===== config.mk =====
export PLATFORM = sky130hd
export DESIGN_NAME = avalon_st_rr_arbiter
export DESIGN_NICKNAME = d
export VERILOG_FILES = /design/src/rtl/avalon_st_rr_arbiter.sv
export SDC_FILE = /design/constraint.sdc
export NUM_CORES = 1
export LEC_CHECK = 0
export CAP_MARGIN = 5
export CORE_AREA = 5 5 636 638
export DETAILED_ROUTE_END_ITERATION = 8
export DIE_AREA = 0 0 641 643
export PLACE_DENSITY = 0.36
export SLEW_MARGIN = 30
export SYNTH_ARGS = -nofsm -noshare
export SYNTH_HDL_FRONTEND = slang
export SYNTH_SLANG_ARGS = --single-unit

===== constraint.sdc =====
create_clock -name clk -period 18.65 [get_ports clk]
set_input_delay 3.73 -clock clk [delete_from_list [all_inputs] [get_ports clk]]
set_output_delay 3.73 -clock clk [all_outputs]
set_load 0.01 [all_outputs]

===== src/rtl/avalon_st_rr_arbiter.sv =====
// Packet-level round-robin merge of two Avalon-ST sources into one registered output stream.
// The grant is locked from sop to eop so packets never interleave on the output.
//
// state   | meaning
// ST_IDLE | between packets; next sop beat picks the source round-robin
// ST_PKT  | packet in flight; only owner_q may transfer until its eop beat
module avalon_st_rr_arbiter #(
  parameter int DATA_WIDTH  = 512,
  parameter int EMPTY_WIDTH = 6,
  parameter int CNT_WIDTH   = 32
) (
  input  logic                   clk,
  input  logic                   rst,

  input  logic [DATA_WIDTH-1:0]  in0_data,
  input  logic                   in0_valid,
  input  logic                   in0_sop,
  input  logic                   in0_eop,
  input  logic [EMPTY_WIDTH-1:0] in0_empty,
  output logic                   in0_ready,

  input  logic [DATA_WIDTH-1:0]  in1_data,
  input  logic                   in1_valid,
  input  logic                   in1_sop,
  input  logic                   in1_eop,
  input  logic [EMPTY_WIDTH-1:0] in1_empty,
  output logic                   in1_ready,

  output logic [DATA_WIDTH-1:0]  out_data,
  output logic                   out_valid,
  output logic                   out_sop,
  output logic                   out_eop,
  output logic [EMPTY_WIDTH-1:0] out_empty,
  output logic                   out_channel,
  input  logic                   out_ready,

  output logic [CNT_WIDTH-1:0]   pkt_cnt0,
  output logic [CNT_WIDTH-1:0]   pkt_cnt1,
  output logic [15:0]            err_cnt
);

  typedef enum logic {
    ST_IDLE = 1'b0,
    ST_PKT  = 1'b1
  } state_t;

  state_t                 state_q;
  logic                   owner_q;
  logic                   last_q;

  logic [DATA_WIDTH-1:0]  out_data_q;
  logic                   out_valid_q;
  logic                   out_sop_q;
  logic                   out_eop_q;
  logic [EMPTY_WIDTH-1:0] out_empty_q;
  logic                   out_channel_q;

  logic [CNT_WIDTH-1:0]   pkt_cnt0_q, pkt_cnt0_d;
  logic [CNT_WIDTH-1:0]   pkt_cnt1_q, pkt_cnt1_d;
  logic [15:0]            err_cnt_q,  err_cnt_d;

  logic                   sel;
  logic                   load;
  logic                   grant_ok;
  logic                   accept;
  logic                   fwd;
  logic                   drop;
  logic                   pkt_done;

  logic [DATA_WIDTH-1:0]  s_data;
  logic                   s_valid;
  logic                   s_sop;
  logic                   s_eop;
  logic [EMPTY_WIDTH-1:0] s_empty;

  // When idle with both sources valid the source not granted last wins; with
  // neither valid we park on last_q so its ready is the one offered.
  always_comb begin
    sel = last_q;
    if (state_q == ST_PKT) begin
      sel = owner_q;
    end else if (in0_valid && !in1_valid) begin
      sel = 1'b0;
    end else if (!in0_valid && in1_valid) begin
      sel = 1'b1;
    end else if (in0_valid && in1_valid) begin
      sel = ~last_q;
    end
  end

  always_comb begin
    s_data  = in0_data;
    s_valid = in0_valid;
    s_sop   = in0_sop;
    s_eop   = in0_eop;
    s_empty = in0_empty;
    if (sel) begin
      s_data  = in1_data;
      s_valid = in1_valid;
      s_sop   = in1_sop;
      s_eop   = in1_eop;
      s_empty = in1_empty;
    end
  end

  assign load     = !out_valid_q || out_ready;
  assign grant_ok = load && !rst;
  assign in0_ready = grant_ok && !sel;
  assign in1_ready = grant_ok && sel;

  assign accept   = grant_ok && s_valid;
  assign fwd      = accept && ((state_q == ST_PKT) || s_sop);
  assign drop     = accept && (state_q == ST_IDLE) && !s_sop;
  assign pkt_done = fwd && s_eop;

  always_ff @(posedge clk) begin
    if (rst) begin
      state_q     <= ST_IDLE;
      owner_q     <= 1'b0;
      last_q      <= 1'b1;
      out_valid_q <= 1'b0;
    end else begin
      if (load) begin
        out_valid_q <= fwd;
        if (fwd) begin
          out_data_q    <= s_data;
          out_sop_q     <= s_sop;
          out_eop_q     <= s_eop;
          out_empty_q   <= s_empty;
          out_channel_q <= sel;
        end
      end
      if (accept) begin
        case (state_q)
          ST_IDLE: begin
            if (s_sop) begin
              if (s_eop) begin
                last_q <= sel;
              end else begin
                state_q <= ST_PKT;
                owner_q <= sel;
              end
            end
          end
          ST_PKT: begin
            // a stray sop mid-packet is forwarded like any other body beat
            if (s_eop) begin
              state_q <= ST_IDLE;
              last_q  <= sel;
            end
          end
          default: state_q <= ST_IDLE;
        endcase
      end
    end
  end

  always_comb begin
    pkt_cnt0_d = pkt_cnt0_q;
    pkt_cnt1_d = pkt_cnt1_q;
    err_cnt_d  = err_cnt_q;
    if (pkt_done && !sel) begin
      pkt_cnt0_d = pkt_cnt0_q + {{(CNT_WIDTH-1){1'b0}}, 1'b1};
    end
    if (pkt_done && sel) begin
      pkt_cnt1_d = pkt_cnt1_q + {{(CNT_WIDTH-1){1'b0}}, 1'b1};
    end
    if (drop && (err_cnt_q != 16'hFFFF)) begin
      err_cnt_d = err_cnt_q + 16'd1;
    end
  end

  always_ff @(posedge clk) begin
    if (rst) begin
      pkt_cnt0_q <= '0;
      pkt_cnt1_q <= '0;
      err_cnt_q  <= '0;
    end else begin
      pkt_cnt0_q <= pkt_cnt0_d;
      pkt_cnt1_q <= pkt_cnt1_d;
      err_cnt_q  <= err_cnt_d;
    end
  end

  assign out_data    = out_data_q;
  assign out_valid   = out_valid_q;
  assign out_sop     = out_sop_q;
  assign out_eop     = out_eop_q;
  assign out_empty   = out_empty_q;
  assign out_channel = out_channel_q;
  assign pkt_cnt0    = pkt_cnt0_q;
  assign pkt_cnt1    = pkt_cnt1_q;
  assign err_cnt     = err_cnt_q;

endmodule


Word-level counts from Yosys, hierarchy flattened
Cells that the tools add are included.
{ "totals": {"reg_bits": 605, "in_bits": 1045, "word_cells": 61} }
{ "op_classes": {"addsub": 3, "eq_ne": 2, "n_mux": 15, "bitwise_logic": 4, "n_reduce_logical": 25} }
{ "op_table": {"columns": ["cell", "n"], "rows": [
  ["512-bit 2-to-1 mux", 1],
  ["32-bit by 1-bit adder with 32-bit output, second input constant", 2],
  ["16-bit by 1-bit adder with 16-bit output, second input constant", 1],
  ["16-bit != test, second input constant", 1],
  ["1-bit logical AND", 14],
  ["1-bit 2-to-1 mux", 11],
  ["1-bit logical NOT", 6],
  ["6-bit 2-to-1 mux", 1],
  ["1-bit inverter", 4],
  ["1-bit one-hot mux with 2 select lines", 2],
  ["4-bit AND reduction", 1],
  ["3-bit AND reduction", 1],
  ["1-bit logical OR", 2],
  ["2-bit != test, second input constant", 1],
  ["2-bit AND reduction", 1]
]} }

Longest topological paths before layout
Gate-level depths: netlist of the first run.
{ "logic_depth": {"word_depth": 10, "depth_mapped": 10} }

Least setup slack after synthesis of the first run
OpenSTA, ideal clock, no wires.
{ "synth_path": {"path_type": "input -> register", "startpoint": "input in0_valid", "endpoint": "register pkt_cnt1_q[1], in the netlist pkt_cnt1[1]", "setup_time_ns": 0.098, "t_arrival_ns": 15.421, "required_time_ns": 18.552, "path_slack_ns": 3.131, "stages": 8, "cell_sequence": "a21boi_2 o2111ai_4 a21o_1 clkbuf_1 clkbuf_1 inv_1 nand4_1 a21oi_1"} }
{ "synth_between": {"elab_chain_len": 10, "elab_cells_between_ends": 16, "classes_between": "7 x mux; 9 x reduce/logical"} }
{ "synth_rtl": {"columns": ["element", "line", "rtl"], "rows": [
  ["start, declared", "16", "input logic in0_valid,"],
  ["1-bit logical AND / 1-bit logical NOT (equally long branches)", "86, 84", null],
  ["1-bit 2-to-1 mux / 1-bit logical AND (equally long branches)", "86, 84", null],
  ["1-bit 2-to-1 mux", "84", "end else if (!in0_valid && in1_valid) begin"],
  ["1-bit 2-to-1 mux", "82", "end else if (in0_valid && !in1_valid) begin"],
  ["1-bit 2-to-1 mux", "80", "if (state_q == ST_PKT) begin"],
  ["1-bit 2-to-1 mux", "97", "if (sel) begin"],
  ["1-bit logical AND / 1-bit logical OR (equally long branches)", "111, 112", null],
  ["1-bit logical AND", "112", "assign fwd = accept && ((state_q == ST_PKT) || s_sop);"],
  ["1-bit logical AND", "114", "assign pkt_done = fwd && s_eop;"],
  ["1-bit logical AND (*)", "165", "if (pkt_done && sel) begin"],
  ["end signal, assigned", "180", "pkt_cnt1_q <= pkt_cnt1_d;"],
  ["end, declared", "59", "logic [CNT_WIDTH-1:0] pkt_cnt1_q, pkt_cnt1_d;"]
]} }
Every way passes the cells marked *; elsewhere a longest branch is shown, timed or not.
A chain may end at the register's enable or synchronous reset.

Final worst setup path of the first run
{ "layout_path": {"startpoint": "input in1_valid", "endpoint": "output in0_ready"} }
{ "layout_between": {"elab_chain_len": 7, "elab_cells_between_ends": 10, "classes_between": "4 x mux; 6 x reduce/logical"} }
{ "layout_rtl": {"columns": ["element", "line", "rtl"], "rows": [
  ["start, declared", "23", "input logic in1_valid,"],
  ["1-bit logical AND", "86", "end else if (in0_valid && in1_valid) begin"],
  ["1-bit 2-to-1 mux", "86", null],
  ["1-bit 2-to-1 mux", "84", null],
  ["1-bit 2-to-1 mux (*)", "82", null],
  ["1-bit 2-to-1 mux (*)", "80", null],
  ["1-bit logical NOT (*)", "108", "assign in0_ready = grant_ok && !sel;"],
  ["1-bit logical AND (*)", "108", null],
  ["end, declared", "20", "output logic in0_ready,"]
]} }
Marks and branches as above.

==> results of run 1 <==
-- cell usage in the layout (no fill, tap or decap), types with 14 or more instances in the layout --
master,netlist,routed
clkdlybuf4s50_1,0,1634
nand2_1,1584,1584
edfxtp_1,521,521
clkbuf_16,0,94
dfxtp_1,84,84
a21oi_1,69,69
or4_1,47,47
o31ai_1,46,46
nand4_1,34,34
nand3_1,29,29
clkbuf_1,142,23
diode_2,0,22
buf_4,0,22
clkinv_1,0,20
o21ai_0,17,16
nor2_1,16,15
and3_1,15,15
or3_1,15,15
inv_1,15,14
-- metrics by stage --
stage / utilization / instances / setup WS [ns] / hold WS (ns)
2_1_floorplan: - / 2738 / 3.13 / 0.484
3_3_place_gp: 0.124 / 9524 / 8.05 / 0.465
3_5_place_dp: 0.123 / 9524 / 8.02 / 0.472
4_1_cts: 0.130 / 9686 / 8.02 / 0.484
5_1_grt: 0.131 / 9692 / 7.93 / 0.508
6_report: 0.131 / 9709 / 8.06 / 0.480
-- state kept, by name (all words and copies together), names as in the netlist, 6 cells and up --
name       cells
out_empty      6
err_cnt       16
pkt_cnt0      32
out_data     512
pkt_cnt1      32
-- cell type report --
| class | count | share of cell area |
|---|---|---|
| repair buffers | 1676 | 0.322 |
| multi-input cells | 1963 | 0.162 |
| clock inverters | 44 | 0.00640 |
| diodes | 22 | 0.00106 |
| clock buffers | 118 | 0.0472 |
| inverters | 16 | 0.00144 |
| flip-flops and latches | 605 | 0.333 |
| well taps | 5265 | 0.127 |
-- worst max path at each step --
stage                   start                        to  slack (ns)
floorplan           in0_valid  pkt_cnt1[1]$_SDFFE_PP0P_        3.13
global placement    in1_valid                 in0_ready        8.05
finish              in1_valid                 in0_ready        8.06
CTS                 in1_valid                 in0_ready        8.02
detailed placement  in1_valid                 in0_ready        8.02
global route        in1_valid                 in0_ready        7.93
-- layer usage --
layer  global-route usage  routed length, um
met3                0.102              51400
met4               0.0350               9630
met1                0.153             111000
met5                    0                365
met2                0.249             150000
-- report_power, final --
part           leakage, nW  internal [mW]  switching, mW
Sequential            5.53           1.61         0.0366
Clock                 1.35          0.968          0.736
Combinational         11.7          0.397          0.627
Total                 18.5           2.97           1.40
-- cell families (layout without fill, tap and decap cells) --
group,after synthesis,in the layout
xor+xnor,3,3
mux,10,10
compound gates,157,157
other cells,0,22
simple gates,1790,1790
flops,605,605
fa+ha+maj,3,3
buf+inv,170,1854
-- worst register-to-register path, stage by stage, from the launching register on --
cell and delay (ns):
dfxtp_1 0.42, or3b_2 0.30, o2111ai_4 0.24, a21o_1 0.25
buf_4 0.31, inv_8 0.42, buf_16 0.40, buf_12 0.44
buf_4 0.94, buf_6 0.75
==> key figures, run 1 <==
STA
  – Rel. slew slack: 0.302
  – FMAX: 0.0944 GHz
  – Worst Skew: 0.0623 ns
  – Setup TNS: 0 ns
  – Setup-failing EPs final: 0
  – Tcrit/Tclk final: 0.568
  – RSZ-0062 raised after global routing: no
  – Worst slew pin tran: 1.05 ns
  – Slew Viols, Final: 0
  – Final worst path period need: 10.59 ns
  – Final Hold Viols: 0

Setup path
  – Kind of critical path: input port to primary output
  – CP max-delay cell: clkdlybuf4s50_1
  – Setup crit end kind: primary output
  – Worst reg2reg path endpoint: out_data[271]$_DFFE_PP_
  – Critical Path Stages: 7
  – Worst R2R Path Depth: 9
  – Crit-path cells: clkdlybuf4s50_1 > nor2_1 > o31a_2 > buf_4 > inv_8 > nor3_1 > clkdlybuf4s50_1
  – Worst Path Buf+Inv: 4
  – R2R Setup Slk: 13.66 ns
  – Top cell by count, worst path: clkdlybuf4s50_1
  – CP top delay family: buffers and inverters
  – Data arrival, critical path: 6.86 ns
  – Largest stage delay, worst path: 0.64 ns
  – CP Max Fanout: 56
  – Critical path required time: 14.92 ns
  – Startpoint Class: input port
  – Reg2reg start: state_q$_SDFFE_PP0P_

Clocking
  – Hold_buf cts: 0
  – Root buf cell: clkbuf_16
  – Postcts setup bufs: 0
  – Post-CTS Resized: 0
  – CTS clk-pin slew, worst paths: 0.06 ns
  – Num CTS Buffers: 92
  – Clk Latency, worst-skew pair: 0.82 ns
  – Clock Sinks: 605
  – H-tree Lvls: 3
  – TritonCTS clock tree: yes
  – CTS max path bufs: 4

Final layout
  – P&R area growth vs syn: 96.9%
  – Sequential cell area: 0.0173 mm^2
  – Share of cells above drive strength 1: 0.0418
  – Multi-input gate area: 0.00845 mm^2
  – Final net count: 5402
  – Fillers: 45300
  – Fin area: 0.0520 mm^2

Job
  – Count of maximum capacitance violations: 0

Yosys
  – Post-synthesis compound-gate area fraction: 0.0385
  – Synth async-reset ratio: 0
  – Largest family of logic cells by synthesized area: simple AND/OR/NAND/NOR gates
  – Simple-Gate Fraction of Synth Area: 0.274
  – Multiplexer share of the synthesized area: 0.00407
  – Prevailing post-synth register cell: edfxtp_1
  – Cells after Synth: 2738
  – Share of the synthesized area in the top cell type: 0.592
  – Post-Synth Adder-Cell Area: 0.00142
  – Syn_nets: 3786
  – Mapped Avg Cell Area: 9.65 um^2
  – Sequential area share after synthesis: 0.656
  – Commonest cells post-synth: nand2_1, edfxtp_1, clkbuf_1
  – Count leader, synth: nand2_1
  – EDFF count, synth: 521
  – Mapped cell area: 0.0264 mm^2
  – Top post-synthesis cells by area: edfxtp_1, nand2_1, dfxtp_1, clkbuf_1, or4_1
  – XOR/XNOR share of the synthesized area: 0.000995
  – Syn. warnings: 0
  – FF+latch count, synth: 605
  – Post-synth top area cell: edfxtp_1
  – Unique cell type count in the Yosys netlist: 49

Die
  – Initial core utilization: 0.0664
  – FP Rows: 232
  – Total core area: 0.398 mm^2
  – Die area: 0.412 mm^2
  – Overall die height: 643 um
  – IO Pins: 1649
  – Die W: 641 um

Routing
  – Vias: 28700
  – Via-per-instance ratio: 2.96
  – Initial DRC count: 2398
  – Antenna-violating nets left: 0
  – DRC: 0
  – First-pass DRT Iterations: 5
  – Routed WL: 323000 um
  – WL/cell: 33.3 um

Global route
  – Initial antenna violation count: 172
  – GR Overflow Total: 0
  – Number of global-route vias before repair: 28600
  – GRT Overall Usage: 0.149
  – Global-route wire length before repair: 384000 um
  – Largest net degree at the start of global routing: 182

Place
  – I/O Buffers: 1648
  – HPWL after DPL: 285000 um
  – Routability cong.: 0.941
  – DP Area: 0.0491 mm^2

Hold path
  – Hold Crit Endpoint: pkt_cnt1[31]$_SDFFE_PP0P_
  – Hold Path Depth: 2
  – Min-Delay Startpoint: pkt_cnt1[31]$_SDFFE_PP0P_
  – Hold/Removal Path Class: register to register

Power
  – Total power: 4.37 mW
  – LEAKAGE: 18.5 nW
  – Pwr/cell area: 84.0 mW/mm^2
  – Worst vdd ir: 0.0668 mV

Status
  – Outcome: complete, no violations
Note: power is estimated with default switching activity, not from simulation.
==> run 2: changes to the inputs <==
--- a/config.mk
+++ b/config.mk
@@ -6,9 +6,9 @@
 export NUM_CORES = 1
 export LEC_CHECK = 0
 export CAP_MARGIN = 5
-export CORE_AREA = 5 5 636 638
+export CORE_AREA = 5 5 644 646
 export DETAILED_ROUTE_END_ITERATION = 8
-export DIE_AREA = 0 0 641 643
+export DIE_AREA = 0 0 649 651
 export PLACE_DENSITY = 0.36
 export SLEW_MARGIN = 30
 export SYNTH_ARGS = -nofsm -noshare
==> constraint.sdc (replaced) <==
create_clock -name clk -period 8.5 [get_ports clk]
set_input_delay 1.7 -clock clk [delete_from_list [all_inputs] [get_ports clk]]
set_output_delay 1.7 -clock clk [all_outputs]
set_load 0.01 [all_outputs]
==> run 2 against run 1 <==
Design area grew 0.67%; largest cell class unchanged; sequential power grew 120%; global-route usage shrank 0.36 points; critical endpoint is now in1_ready; critical path type unchanged.
==> key figures, run 2 (synthesis results as in run 1) <==
Clocking
  – Num CTS Buffers: 89
  – TritonCTS clock tree: yes
  – Clock Sinks: 605
  – Hold_buf cts: 0
  – Clk Latency, worst-skew pair: 0.81 ns
  – Postcts setup bufs: 0
  – CTS max path bufs: 4
  – Post-CTS Resized: 0
  – CTS clk-pin slew, worst paths: 0.06 ns
  – H-tree Lvls: 3
  – Root buf cell: clkbuf_16

Die
  – Overall die height: 651 um
  – IO Pins: 1649
  – Total core area: 0.408 mm^2
  – Initial core utilization: 0.0647
  – Die area: 0.422 mm^2
  – FP Rows: 235
  – Die W: 649 um

Setup path
  – CP top delay family: buffers and inverters
  – CP Max Fanout: 58
  – Kind of critical path: input port to primary output
  – Top cell by count, worst path: clkdlybuf4s50_1
  – Largest stage delay, worst path: 0.63 ns
  – Critical path required time: 6.80 ns
  – Crit-path cells: clkdlybuf4s50_1 > nor2_1 > o31a_2 > buf_4 > nor3_1 > clkdlybuf4s50_1
  – Data arrival, critical path: 4.26 ns
  – Startpoint Class: input port
  – Setup crit end kind: primary output
  – Worst Path Buf+Inv: 3
  – CP max-delay cell: clkdlybuf4s50_1

Final layout
  – Fin cells: 9910
  – Final core occ: 0.128
  – Leading cell type in the layout, fill and taps excluded: clkdlybuf4s50_1
  – Fin area: 0.0524 mm^2
  – Most frequent cells in the layout: clkdlybuf4s50_1, nand2_1, edfxtp_1
  – Share of cells above drive strength 1: 0.0425
  – P&R area growth vs syn: 98.2%
  – Fillers: 46500
  – Largest register FFs: 512
  – Final net count: 5409

STA
  – Final worst path period need: 5.96 ns
  – Tcrit/Tclk final: 0.701
  – Rel. slew slack: 0.184
  – Setup-failing EPs final: 0
  – FMAX: 0.168 GHz
  – Slew Viols, Final: 0
  – Final Hold Viols: 0
  – Worst Skew: 0.0528 ns
  – Worst slew pin tran: 1.22 ns
  – RSZ-0062 raised after global routing: no

Global route
  – Number of global-route vias before repair: 28500
  – Global-route wire length before repair: 386000 um
  – GRT Overall Usage: 0.146
  – GR Overflow Total: 0
  – Largest net degree at the start of global routing: 192
  – Initial antenna violation count: 149

Routing
  – Initial DRC count: 2280
  – Via-per-instance ratio: 2.87
  – Routed WL: 322000 um
  – Antenna-violating nets left: 0
  – Vias: 28400
  – First-pass DRT Iterations: 5
  – DRC: 0
  – WL/cell: 32.5 um

Status
  – Outcome: complete, no violations

Place
  – DP Area: 0.0496 mm^2
  – Placed instance count: 9720
  – I/O Buffers: 1648
  – Routability cong.: 0.910
  – HPWL after DPL: 286000 um

Hold path
  – Hold/Removal Path Class: register to register

Power
  – Pwr/cell area: 180 mW/mm^2
  – LEAKAGE: 18.6 nW
  – Worst vdd ir: 0.159 mV

Job
  – Count of maximum capacitance violations: 0
run 2: changes by cell type in the layout (fill, tap and decap cells not counted), moves of 3 or more:
cell	change
buf_4	+6
clkbuf_1	-7
clkbuf_16	-4
buf_6	-3
diode_2	+11
clkinv_1	-3
clkinv_2	+7
buf_2	-10
buf_12	+3
clkdlybuf4s50_1	+13
run 2: metal layers:
metal | part of all wire | track usage | vias up
li1 | - | - | 12500
met1 | 0.35 | 0.151 | 14000
met2 | 0.49 | 0.257 | 1494
met3 | 0.13 | 0.0830 | 385
met4 | 0.026 | 0.0289 | 36
met5 | 0.00074 | 0 | -
run 2: through the flow:
step	hold slack [ns]	worst slack, ns	setup TNS (ns)	total power, mW
5_1_grt	0.528	2.45	0	9.90
4_1_cts	0.499	2.53	0	9.72
3_3_place_gp	0.489	2.40	0	6.02
3_5_place_dp	0.484	2.53	0	6.02
6_report	0.495	2.54	0	9.45
2_1_floorplan	0.484	-2.38	-1244.06	4.30
run 2: final cells by class:
| type | count | area [um^2] | area share |
|---|---|---|---|
| clock inverter | 50 | 365 | 0.00698 |
| timing repair buffer | 1686 | 16900 | 0.323 |
| tap | 5451 | 6820 | 0.130 |
| inverter | 16 | 71.3 | 0.00136 |
| multi-input combinational | 1963 | 8470 | 0.162 |
| clock buffer | 106 | 2310 | 0.0442 |
| antenna | 33 | 82.6 | 0.00158 |
| sequential | 605 | 17300 | 0.331 |
run 2: path summary, 6_finish.rpt:
check	from	endpoint	slack (ns)	cells after the start
max	in1_valid	in1_ready	2.54	6
min	pkt_cnt1[31]$_SDFFE_PP0P_	pkt_cnt1[31]$_SDFFE_PP0P_	0.49	2
max reg2reg	state_q$_SDFFE_PP0P_	out_data[177]$_DFFE_PP_	4.65	6
min reg2reg	pkt_cnt1[31]$_SDFFE_PP0P_	pkt_cnt1[31]$_SDFFE_PP0P_	0.49	2
run 2: tightest hold or removal path: stages, from the launching register on:
cell and delay [ns]:
dfxtp_1 0.32, o31ai_1 0.07, a21oi_1 0.06
run 2: power by group:
| part | leakage [nW] | internal, mW | switching (mW) |
|---|---|---|---|
| logic | 11.7 | 0.883 | 1.37 |
| registers | 5.53 | 3.52 | 0.110 |
| clock network | 1.30 | 2.01 | 1.55 |
==> run 3: changes to the inputs <==
==> constraint.sdc (replaced) <==
create_clock -name clk -period 5.1 [get_ports clk]
set_input_delay 1.02 -clock clk [delete_from_list [all_inputs] [get_ports clk]]
set_output_delay 1.02 -clock clk [all_outputs]
set_load 0.01 [all_outputs]
==> run 3 against run 2 <==
Setup slack lost 1.5 ns; combinational power up 67%; wire length shrank 0.19%; first-iteration DRC count decreased by 11%; core utilization rose by 0.070 points; clock power increased by 83%; hold slack better by 0.015 ns; critical endpoint unchanged.
==> key figures, run 3 (synthesis results as in run 1) <==
STA
  – RSZ-0062 raised after global routing: no
  – FMAX: 0.244 GHz
  – WHS: 0.509 ns
  – Worst slew pin tran: 1.03 ns
  – Worst Skew: 0.0484 ns
  – Tcrit/Tclk final: 0.802
  – Final Hold Viols: 0
  – Slew Viols, Final: 0
  – Rel. slew slack: 0.309
  – Final worst path period need: 4.09 ns
  – Setup-failing EPs final: 0

Setup path
  – Crit-path cells: clkdlybuf4s50_1 > nor2_1 > o31a_2 > nor3_1 > clkdlybuf4s50_1
  – CP Max Fanout: 6
  – Data arrival, critical path: 3.07 ns
  – Worst Path Buf+Inv: 2
  – Worst reg2reg path endpoint: out_data[208]$_DFFE_PP_
  – Reg2reg start: state_q$_SDFFE_PP0P_
  – Setup crit end kind: primary output
  – CP max-delay cell: clkdlybuf4s50_1
  – Top cell by count, worst path: clkdlybuf4s50_1
  – Critical path required time: 4.08 ns
  – Startpoint Class: input port
  – CP top delay family: buffers and inverters
  – R2R Setup Slk: 2.20 ns
  – Kind of critical path: input port to primary output
  – Largest stage delay, worst path: 0.62 ns
  – Worst R2R Path Depth: 5

Die
  – Die area: 0.422 mm^2
  – IO Pins: 1649
  – Initial core utilization: 0.0647
  – Die W: 649 um
  – Total core area: 0.408 mm^2
  – FP Rows: 235
  – Overall die height: 651 um

Clocking
  – Hold_buf cts: 0
  – H-tree Lvls: 3
  – Num CTS Buffers: 91
  – CTS clk-pin slew, worst paths: 0.06 ns
  – Clk Latency, worst-skew pair: 0.85 ns
  – CTS max path bufs: 4
  – TritonCTS clock tree: yes
  – Post-CTS Resized: 0
  – Postcts setup bufs: 0
  – Root buf cell: clkbuf_16
  – Clock Sinks: 605

Final layout
  – Final core occ: 0.129
  – Final net count: 5415
  – Share of cells above drive strength 1: 0.0460
  – P&R area growth vs syn: 99.3%
  – Fin cells: 9911
  – Fillers: 46400
  – Most frequent cells in the layout: clkdlybuf4s50_1, nand2_1, edfxtp_1
  – Largest register FFs: 512
  – Sequential cell area: 0.0173 mm^2
  – Leading cell type in the layout, fill and taps excluded: clkdlybuf4s50_1
  – Multi-input gate area: 0.00845 mm^2

Routing
  – Initial DRC count: 2022
  – First-pass DRT Iterations: 5
  – Antenna-violating nets left: 0
  – Vias: 28300
  – DRC: 0
  – Via-per-instance ratio: 2.86
  – WL/cell: 32.5 um
  – Routed WL: 322000 um

Hold path
  – Hold/Removal Path Class: register to register
  – Min-Delay Startpoint: pkt_cnt1[14]$_SDFFE_PP0P_
  – Hold Path Depth: 2
  – Hold Crit Endpoint: pkt_cnt1[14]$_SDFFE_PP0P_

Place
  – Placed instance count: 9725
  – I/O Buffers: 1648
  – Routability cong.: 0.896
  – HPWL after DPL: 285000 um

Power
  – Pwr/cell area: 310 mW/mm^2
  – Total power: 16.3 mW
  – Worst vdd ir: 0.224 mV
  – LEAKAGE: 18.7 nW

Global route
  – GRT Overall Usage: 0.145
  – Largest net degree at the start of global routing: 186
  – Number of global-route vias before repair: 28300
  – GR Overflow Total: 0
  – Global-route wire length before repair: 383000 um
  – Initial antenna violation count: 168

Job
  – Count of maximum capacitance violations: 0

Status
  – Outcome: complete, no violations
[run 3: cell count changes in the layout (fill, tap and decap cells not counted), moves of 2 or more]
| cell | change |
|---|---|
| clkinv_8 | +3 |
| clkinv_4 | -3 |
| clkbuf_16 | +4 |
| diode_2 | -11 |
| clkinv_2 | +2 |
| buf_12 | +7 |
| clkinv_1 | -3 |
| bufinv_16 | +5 |
| clkbuf_1 | -2 |
| clkbuf_8 | +3 |
| buf_16 | -2 |
[run 3: power by group]
group	total, mW	internal (mW)	switching [mW]
clock network	6.51	3.77	2.74
registers	6.06	5.87	0.191
logic	3.75	1.48	2.27
total	16.3	11.1	5.20
[run 3: layout make-up]
class | instances | area share
Antenna cell | 22 | 0.00105
Multi-Input combinational cell | 1963 | 0.160
Inverter | 16 | 0.00135
Sequential cell | 605 | 0.329
Clock buffer | 111 | 0.0465
Clock inverter | 53 | 0.00936
Tap cell | 5451 | 0.130
Timing Repair Buffer | 1690 | 0.323
[run 3: worst max path at each step]
| stage | from | to | slack (ns) | cells past startpoint |
|---|---|---|---|---|
| 2_1_floorplan | in0_valid | out_channel$_DFFE_PP_ | -5.10 | 6 |
| 3_3_place_gp | in1_valid | pkt_cnt1[16]$_SDFFE_PP0P_ | 0.97 | 9 |
| 3_5_place_dp | in1_valid | in1_ready | 0.99 | 5 |
| 4_1_cts | in1_valid | in1_ready | 0.98 | 5 |
| 5_1_grt | in1_valid | in1_ready | 0.93 | 5 |
| 6_report | in1_valid | in1_ready | 1.01 | 5 |
[run 3: worst register-to-register path, delay by kind of cell (launching register included)]
family,cells,cell delay (ns)
and+or+nand+nor,2,0.52
DFF,1,0.58
AOI/OAI and AO/OA,1,0.38
buffers and inverters,2,1.20
[run 3: routing by layer]
layer  track usage  vias up  wire (um)
met1         0.148    13900     113000
met2         0.251     1484     157000
met3        0.0897      428      44200
met5             0        -        276
met4        0.0327       44       8110
li1              -    12500          -
[run 3: through the flow]
stage / setup WS, ns / area (um^2) / TNS (ns)
CTS: 0.984 / 52600 / 0
global route: 0.929 / 52600 / 0
global placement: 0.973 / 49600 / 0
floorplan: -5.10 / 26400 / -2663.90
finish: 1.01 / 52600 / 0
detailed placement: 0.989 / 49600 / 0
